--- src/rtl/imu_frame_assembler_if.sv ---
// Handshake bundles around the IMU frame assembler:
// the raw tagged-word stream from the sensor reader and the assembled 6-axis frame to the filter.

interface imu_raw_if #(
    parameter int unsigned RAW_WIDTH = 16
);
    logic                 in_valid;
    logic                 in_ready;
    logic [2:0]           in_axis;
    logic [RAW_WIDTH-1:0] in_data;

    // Sensor reader side
    modport master (
        output in_valid,
        output in_axis,
        output in_data,
        input  in_ready
    );

    // Assembler side
    modport slave (
        input  in_valid,
        input  in_axis,
        input  in_data,
        output in_ready
    );
endinterface

interface imu_frame_if #(
    parameter int unsigned ACC_WIDTH  = 32,
    parameter int unsigned GYRO_WIDTH = 32
);
    logic                  valid_out;
    logic                  ready_out;
    logic [ACC_WIDTH-1:0]  a_x;
    logic [ACC_WIDTH-1:0]  a_y;
    logic [ACC_WIDTH-1:0]  a_z;
    logic [GYRO_WIDTH-1:0] w_x;
    logic [GYRO_WIDTH-1:0] w_y;
    logic [GYRO_WIDTH-1:0] w_z;

    // Assembler side
    modport master (
        output valid_out,
        output a_x,
        output a_y,
        output a_z,
        output w_x,
        output w_y,
        output w_z,
        input  ready_out
    );

    // Filter side
    modport slave (
        input  valid_out,
        input  a_x,
        input  a_y,
        input  a_z,
        input  w_x,
        input  w_y,
        input  w_z,
        output ready_out
    );
endinterface

--- src/rtl/imu_frame_assembler.sv ---
// IMU frame assembler: offset-corrects and scales tagged raw axis words, collects them into
// 6-axis frames and hands complete frames to the filter through a double-buffered output slot.

module imu_frame_assembler #(
    parameter int unsigned RAW_WIDTH      = 16,
    parameter int unsigned ACC_WIDTH      = 32,
    parameter int unsigned GYRO_WIDTH     = 32,
    parameter int unsigned ACC_SHIFT      = 0,
    parameter int unsigned GYRO_SHIFT     = 0,
    parameter int unsigned TIMEOUT_CYCLES = 1000
) (
    input  logic                   clk,
    input  logic                   rst,
    imu_raw_if.slave               raw,
    input  logic [6*RAW_WIDTH-1:0] offset_i,
    imu_frame_if.master            frm,
    output logic                   frame_err,
    output logic [15:0]            frame_cnt
);

    localparam int unsigned DIFF_W = RAW_WIDTH + 1;
    localparam int unsigned TMO_W  = $clog2(TIMEOUT_CYCLES + 1);
    localparam logic [5:0]       MASK_FULL = 6'h3F;
    localparam logic [TMO_W-1:0] TMO_LAST  = TMO_W'(TIMEOUT_CYCLES - 1);

    typedef enum logic [0:0] {
        ST_COLLECT = 1'b0,
        ST_PENDING = 1'b1
    } state_t;

    state_t                r_state;
    state_t                w_state_nxt;
    logic [5:0]            r_mask;
    logic [TMO_W-1:0]      r_tmo;
    logic [ACC_WIDTH-1:0]  r_acc     [3];
    logic [GYRO_WIDTH-1:0] r_gyr     [3];
    logic [ACC_WIDTH-1:0]  r_out_acc [3];
    logic [GYRO_WIDTH-1:0] r_out_gyr [3];
    logic                  r_valid;
    logic                  r_err;
    logic [15:0]           r_cnt;

    logic                  w_in_ready;
    logic                  w_accept;
    logic                  w_legal;
    logic                  w_dup;
    logic                  w_complete;
    logic                  w_slot_free;
    logic                  w_tmo_expire;
    logic                  w_load_new;
    logic                  w_load_pend;
    logic [5:0]            w_onehot;
    logic [5:0]            w_mask_upd;
    logic [RAW_WIDTH-1:0]  w_off;
    logic signed [DIFF_W-1:0] w_diff;
    logic [ACC_WIDTH-1:0]  w_acc_val;
    logic [GYRO_WIDTH-1:0] w_gyr_val;
    logic [ACC_WIDTH-1:0]  w_acc_nxt [3];
    logic [GYRO_WIDTH-1:0] w_gyr_nxt [3];

    assign w_in_ready   = (r_state == ST_COLLECT);
    assign w_accept     = raw.in_valid && w_in_ready;
    assign w_legal      = (raw.in_axis < 3'd6);
    assign w_dup        = w_legal && ((r_mask & w_onehot) != 6'h00);
    assign w_mask_upd   = w_dup ? w_onehot : (r_mask | w_onehot);
    assign w_complete   = w_accept && w_legal && (w_mask_upd == MASK_FULL);
    assign w_slot_free  = !r_valid || frm.ready_out;
    assign w_tmo_expire = (r_state == ST_COLLECT) && !w_accept &&
                          (r_mask != 6'h00) && (r_tmo == TMO_LAST);

    // Decode the axis tag into its mask bit and calibration offset
    always_comb begin
        w_onehot = 6'h00;
        w_off    = '0;
        case (raw.in_axis)
            3'd0: begin w_onehot = 6'b000001; w_off = offset_i[0*RAW_WIDTH +: RAW_WIDTH]; end
            3'd1: begin w_onehot = 6'b000010; w_off = offset_i[1*RAW_WIDTH +: RAW_WIDTH]; end
            3'd2: begin w_onehot = 6'b000100; w_off = offset_i[2*RAW_WIDTH +: RAW_WIDTH]; end
            3'd3: begin w_onehot = 6'b001000; w_off = offset_i[3*RAW_WIDTH +: RAW_WIDTH]; end
            3'd4: begin w_onehot = 6'b010000; w_off = offset_i[4*RAW_WIDTH +: RAW_WIDTH]; end
            3'd5: begin w_onehot = 6'b100000; w_off = offset_i[5*RAW_WIDTH +: RAW_WIDTH]; end
            default: ;
        endcase
    end

    // Offset subtraction in RAW_WIDTH+1 bits (cannot wrap), then sign-extend and align
    always_comb begin
        w_diff    = $signed({raw.in_data[RAW_WIDTH-1], raw.in_data}) -
                    $signed({w_off[RAW_WIDTH-1], w_off});
        w_acc_val = ACC_WIDTH'(w_diff) << ACC_SHIFT;
        w_gyr_val = GYRO_WIDTH'(w_diff) << GYRO_SHIFT;
    end

    // Assembly slots as they will look after this cycle's accepted word
    always_comb begin
        w_acc_nxt = r_acc;
        w_gyr_nxt = r_gyr;
        if (w_accept) begin
            case (raw.in_axis)
                3'd0: w_acc_nxt[0] = w_acc_val;
                3'd1: w_acc_nxt[1] = w_acc_val;
                3'd2: w_acc_nxt[2] = w_acc_val;
                3'd3: w_gyr_nxt[0] = w_gyr_val;
                3'd4: w_gyr_nxt[1] = w_gyr_val;
                3'd5: w_gyr_nxt[2] = w_gyr_val;
                default: ;
            endcase
        end
    end

    // Next state and output-slot load strobes
    always_comb begin
        w_state_nxt = r_state;
        w_load_new  = 1'b0;
        w_load_pend = 1'b0;
        case (r_state)
            ST_COLLECT: begin
                if (w_complete) begin
                    if (w_slot_free) begin
                        w_load_new = 1'b1;
                    end else begin
                        w_state_nxt = ST_PENDING;
                    end
                end
            end
            ST_PENDING: begin
                if (frm.ready_out) begin
                    w_load_pend = 1'b1;
                    w_state_nxt = ST_COLLECT;
                end
            end
            default: w_state_nxt = ST_COLLECT;
        endcase
    end

    // State register
    always_ff @(posedge clk or posedge rst) begin
        if (rst) begin
            r_state <= ST_COLLECT;
        end else begin
            r_state <= w_state_nxt;
        end
    end

    // Collect mask: a completed frame keeps it full until it moves to the output slot
    always_ff @(posedge clk or posedge rst) begin
        if (rst) begin
            r_mask <= 6'h00;
        end else if (w_load_pend) begin
            r_mask <= 6'h00;
        end else if (w_accept && w_legal) begin
            r_mask <= (w_complete && w_slot_free) ? 6'h00 : w_mask_upd;
        end else if (w_tmo_expire) begin
            r_mask <= 6'h00;
        end
    end

    // Idle counter inside a partial frame
    always_ff @(posedge clk or posedge rst) begin
        if (rst) begin
            r_tmo <= '0;
        end else if ((r_state != ST_COLLECT) || w_accept || (r_mask == 6'h00) || w_tmo_expire) begin
            r_tmo <= '0;
        end else begin
            r_tmo <= r_tmo + TMO_W'(1);
        end
    end

    // Assembly slots
    always_ff @(posedge clk or posedge rst) begin
        if (rst) begin
            r_acc <= '{default: '0};
            r_gyr <= '{default: '0};
        end else begin
            r_acc <= w_acc_nxt;
            r_gyr <= w_gyr_nxt;
        end
    end

    // Output slot, valid flag and frame counter
    always_ff @(posedge clk or posedge rst) begin
        if (rst) begin
            r_out_acc <= '{default: '0};
            r_out_gyr <= '{default: '0};
            r_valid   <= 1'b0;
            r_cnt     <= 16'h0000;
        end else if (w_load_new) begin
            r_out_acc <= w_acc_nxt;
            r_out_gyr <= w_gyr_nxt;
            r_valid   <= 1'b1;
            r_cnt     <= r_cnt + 16'h0001;
        end else if (w_load_pend) begin
            r_out_acc <= r_acc;
            r_out_gyr <= r_gyr;
            r_valid   <= 1'b1;
            r_cnt     <= r_cnt + 16'h0001;
        end else if (frm.ready_out) begin
            r_valid   <= 1'b0;
        end
    end

    // One-cycle error pulse for dropped words and discarded partial frames
    always_ff @(posedge clk or posedge rst) begin
        if (rst) begin
            r_err <= 1'b0;
        end else begin
            r_err <= (w_accept && (!w_legal || w_dup)) || w_tmo_expire;
        end
    end

    assign raw.in_ready  = w_in_ready;
    assign frm.valid_out = r_valid;
    assign frm.a_x       = r_out_acc[0];
    assign frm.a_y       = r_out_acc[1];
    assign frm.a_z       = r_out_acc[2];
    assign frm.w_x       = r_out_gyr[0];
    assign frm.w_y       = r_out_gyr[1];
    assign frm.w_z       = r_out_gyr[2];
    assign frame_err     = r_err;
    assign frame_cnt     = r_cnt;

endmodule
--- src/flat_wrapper.sv ---
// flat-port wrapper written by rule: the top's interface ports become plain ports
module imu_frame_assembler_flat 
#(
    parameter int unsigned RAW_WIDTH      = 16,
    parameter int unsigned ACC_WIDTH      = 32,
    parameter int unsigned GYRO_WIDTH     = 32,
    parameter int unsigned ACC_SHIFT      = 0,
    parameter int unsigned GYRO_SHIFT     = 0,
    parameter int unsigned TIMEOUT_CYCLES = 1000
)
  (clk, rst, offset_i, frame_err, frame_cnt, raw_in_valid, raw_in_axis, raw_in_data, raw_in_ready, frm_valid_out, frm_a_x, frm_a_y, frm_a_z, frm_w_x, frm_w_y, frm_w_z, frm_ready_out);
  imu_raw_if #(.RAW_WIDTH(RAW_WIDTH)) raw_i ();
  imu_frame_if #(.ACC_WIDTH(ACC_WIDTH), .GYRO_WIDTH(GYRO_WIDTH)) frm_i ();
  input  logic clk;
  input  logic rst;
  input  logic [6*RAW_WIDTH-1:0] offset_i;
  output logic frame_err;
  output logic [15:0] frame_cnt;
  input wire logic [$bits(raw_i.in_valid)-1:0] raw_in_valid;
  input wire logic [$bits(raw_i.in_axis)-1:0] raw_in_axis;
  input wire logic [$bits(raw_i.in_data)-1:0] raw_in_data;
  output wire logic [$bits(raw_i.in_ready)-1:0] raw_in_ready;
  output wire logic [$bits(frm_i.valid_out)-1:0] frm_valid_out;
  output wire logic [$bits(frm_i.a_x)-1:0] frm_a_x;
  output wire logic [$bits(frm_i.a_y)-1:0] frm_a_y;
  output wire logic [$bits(frm_i.a_z)-1:0] frm_a_z;
  output wire logic [$bits(frm_i.w_x)-1:0] frm_w_x;
  output wire logic [$bits(frm_i.w_y)-1:0] frm_w_y;
  output wire logic [$bits(frm_i.w_z)-1:0] frm_w_z;
  input wire logic [$bits(frm_i.ready_out)-1:0] frm_ready_out;
  assign raw_i.in_valid = raw_in_valid;
  assign raw_i.in_axis = raw_in_axis;
  assign raw_i.in_data = raw_in_data;
  assign raw_in_ready = raw_i.in_ready;
  assign frm_valid_out = frm_i.valid_out;
  assign frm_a_x = frm_i.a_x;
  assign frm_a_y = frm_i.a_y;
  assign frm_a_z = frm_i.a_z;
  assign frm_w_x = frm_i.w_x;
  assign frm_w_y = frm_i.w_y;
  assign frm_w_z = frm_i.w_z;
  assign frm_i.ready_out = frm_ready_out;
  imu_frame_assembler #(.RAW_WIDTH(RAW_WIDTH), .ACC_WIDTH(ACC_WIDTH), .GYRO_WIDTH(GYRO_WIDTH), .ACC_SHIFT(ACC_SHIFT), .GYRO_SHIFT(GYRO_SHIFT), .TIMEOUT_CYCLES(TIMEOUT_CYCLES)) u_core (.clk(clk), .rst(rst), .raw(raw_i), .offset_i(offset_i), .frm(frm_i), .frame_err(frame_err), .frame_cnt(frame_cnt));
endmodule
--- config.mk ---
export PLATFORM = sky130hd
export DESIGN_NAME = imu_frame_assembler_flat
export DESIGN_NICKNAME = d
export VERILOG_FILES = /design/src/rtl/imu_frame_assembler_if.sv /design/src/rtl/imu_frame_assembler.sv /design/src/flat_wrapper.sv
export SDC_FILE = /design/constraint.sdc
export NUM_CORES = 1
export LEC_CHECK = 0
export BUFFER_PORTS_ARGS = -buffer_cell sky130_fd_sc_hd__buf_2
export CAP_MARGIN = 20
export CORE_AREA = 5 5 187 189
export CTS_CLUSTER_SIZE = 40
export DETAILED_ROUTE_END_ITERATION = 16
export DIE_AREA = 0 0 192 194
export PLACE_DENSITY = 0.77
export SLEW_MARGIN = 15
export SYNTH_ARGS = -nofsm -noshare
export SYNTH_HDL_FRONTEND = slang
export SYNTH_SLANG_ARGS = --single-unit
--- constraint.sdc ---
create_clock -name clk -period 21.9 [get_ports clk]
set_clock_uncertainty 0.2 [all_clocks]
set_input_delay 3.285 -clock clk [delete_from_list [all_inputs] [get_ports clk]]
set_output_delay 3.285 -clock clk [all_outputs]
set_load 0.03 [all_outputs]
==> metrics <==
Vias 14000; top-count cell post-synth dfrtp_1; Hold Path End u_core.r_tmo[0]; post-synth cell types 76; unrepaired setup endpoints after global routing no; drt total wl 50700 µm; Setup Fix Bufs, Post-CTS 0; largest net degree at the start of global routing 125; final period utilization 0.347; Sink Count 419; CP arrival slightly below 8 ns; post-synthesis sequential area ratio 0.583; cell taking the most area after synthesis dfrtp_1; placed cell areas 19800 µm²; Async SR Flop Fraction 1.00; peak supply drop 0.0520 mV; Slew Limit Headroom 0.282; met1 WL about 21000 µm; cell internal pwr 1430 µW; Setup TNS 0 ns; final hold slack 0.270 ns; hold crit path type register to register; starting density of the core 0.543; Worst-path clk slew about 0.060 ns; vias in the first global route 14200; EDFF count, synth 0; most common library cells after synthesis dfrtp_1, nand2_1, o21ai_0; average wire per standard cell 22.0 µm; fraction of layout cells with a size suffix above 1 0.265; worst path buffer plus inverter count 2; worst r2r src u_core.r_state; Layout Nets 1973; net count after synthesis 1682; CTS Buf Count 40; Design Area, Final 21200 µm²; hold path cells 1; Port Buf Inserts 329; number of max-cap violations 0; Area growth syn-to-layout 18.0%; Comb power frac 0.167; grt total ovfl 0; placer congestion estimate roughly 0.96; area fraction of the dominant cell type after synthesis 0.583; H-tree depth 2; Post-DP HPWL 35200 µm; Synth Cell Area 18000 µm²; Residual DRC 0; leakage power 0.0106 µW; run status completed; ys flop type dfrtp_1; Worst path max stage delay about 0.85 ns; fmax approximately 130 MHz; R2R depth 8; clock latency on the worst-skew pair 0.52 ns; r2r endpoint u_core.frm.w_x[29]; TritonCTS clock tree done; final hold vios 0; R2R Setup Slk 17.23 ns; Core ar. 33100 µm²; Max Slew Vio Count 0; crit path from raw_in_axis[0]; CP Launch Type primary input; Worst Path Class, Setup primary input to register; Largest delay share family, worst path compound AO/OA/AOI/OAI gates; met2 WL 24400 µm; synthesis-stage register bit count 419; total global-route track usage 0.267; Hold Path Origin u_core.r_tmo[0]; post-cts resize count 0; top routing layer used met4; Post-DRT Antenna Nets 0; die area 37200 µm²; initial antenna violation count 1; Crit. End Element register; min Tclk post-route 7.60 ns; met3 WL 3940 µm; CP required between 20 and 25 ns; PwrDens 93.3 nW/µm²; Cell Chain, Critical Path buf_2, buf_4, nor2_1, a22oi_1, o22a_1, ha_1, nor2b_1, o31a_1, o31ai_4, o31ai_4, a31oi_2, a21o_1, a221o_1; worst-margin pin slew 1.07 ns; total power draw between 1500 and 2000 µW; Reg power frac 0.495; maximum clock path buffer count 3; endpoints failing setup 0; first-pass GRT wire length 79400 µm; Ports between 300 and 400; die height slightly below 200 µm; DR iter-0 viols 1184; FP Rows 67; most used cell, CP o31ai_4; Sw Share 0.280; top cells by area, synth dfrtp_1, a221o_1, nand2_1; drt via density 6.05; fill count 2594; Net Sw Power 556 µW; Die Span X 192 µm; Syn Area/Cell 11.7 µm²; synth warn 0; detailed-router iteration count before antenna repair 6; Hold-fix buffers, CTS 0; CP max stage cell a31oi_2; Worst Path Max Fanout 43; Clk pwr share 0.337; fin util 0.641; root buf cell clkbuf_16; Cells after Synth 1544
stage by stage:
stage / setup WS (ns) / cells
detailed placement: 13.51 / 2234
finish: 14.30 / 2307
CTS: 14.10 / 2299
floorplan: 6.75 / 1544
global placement: 13.70 / 2231
global route: 14.07 / 2307
worst max-delay path by stage:
stage | depth (start not counted) | endpoint | slack, ns
after floorplan | 1 | u_core.frame_cnt[0] | 6.75
after global placement | 8 | u_core.frm.w_x[29] | 13.70
after detailed placement | 8 | u_core.frm.a_z[18] | 13.51
after CTS | 8 | u_core.frm.w_x[29] | 14.10
after global routing | 13 | u_core.frm.a_x[30] | 14.07
final | 13 | u_core.frm.a_x[30] | 14.30
logic make-up (layout without fill, tap and decap cells):
family,count (synthesis),in the layout,synth area share
multiplexers,43,43,0.0293
flip-flops,419,419,0.583
AO/OA/AOI/OAI,521,521,0.223
AND/OR/NAND/NOR,386,386,0.0982
adder cells (fa/ha/maj),19,19,0.0136
buffers and inverters,121,435,0.0364
other,0,1,0
XOR/XNOR,35,35,0.0170
state kept, by name, summed over array words and instances, names as in the netlist, 6 cells and up:
register          count
u_core.frm.w_z       32
u_core.frm.a_z       32
u_core.frame_cnt     16
u_core.frm.a_y       32
u_core.frm.a_x       32
u_core.frm.w_y       32
u_core.r_mask         6
u_core.frm.w_x       32
u_core.r_tmo         10
u_core.r_acc         96
u_core.r_gyr         96
layer usage:
metal | up-vias | track usage
met5 | - | 0
met4 | 0 | 0.0946
met3 | 92 | 0.0511
met2 | 652 | 0.427
met1 | 6957 | 0.368
li1 | 6251 | -
worst reg2reg max path: stages (launching register included):
cell and delay, ns:
dfrtp_1 0.45, nor2b_1 0.53, and2_1 0.54, buf_16 0.22, a31o_1 0.17, nand4_2 0.54, o21a_4 0.73, buf_6 0.50
a221o_1 0.67
area by class of cell:
| cell class | instances | area (µm²) | area share |
|---|---|---|---|
| Timing Repair Buffer | 359 | 1950 | 0.0916 |
| Multi-Input combinational cell | 1004 | 6940 | 0.327 |
| Clock inverter | 4 | 72.6 | 0.00342 |
| Sequential cell | 419 | 10500 | 0.494 |
| Tap cell | 448 | 561 | 0.0264 |
| Antenna cell | 1 | 2.50 | 0.000118 |
| Inverter | 11 | 48.8 | 0.00230 |
| Clock buffer | 61 | 1180 | 0.0556 |
placed cells by master, fill, tap and decap left out, drive strengths merged, types with 14 or more instances in the layout:
| cell | instances |
|---|---|
| o21ai | 125 |
| o211ai | 19 |
| nand3 | 23 |
| mux2 | 25 |
| xnor2 | 26 |
| nand2 | 249 |
| nor2 | 48 |
| a21oi | 17 |
| o21a | 100 |
| clkbuf | 63 |
| a22oi | 64 |
| dfrtp | 419 |
| a221o | 98 |
| a22o | 17 |
| ha | 18 |
| a21o | 14 |
| buf | 357 |
power groups by stage:
| stage | Combinational [µW] | Sequential [µW] | Clock (µW) |
|---|---|---|---|
| final | 332 | 981 | 669 |
| after CTS | 325 | 979 | 681 |
| after global routing | 364 | 995 | 714 |
| after floorplan | 201 | 1000 | 0 |
| after global placement | 310 | 984 | 0 |
| after detailed placement | 323 | 992 | 0 |
Power figures use the tool's default switching activity.
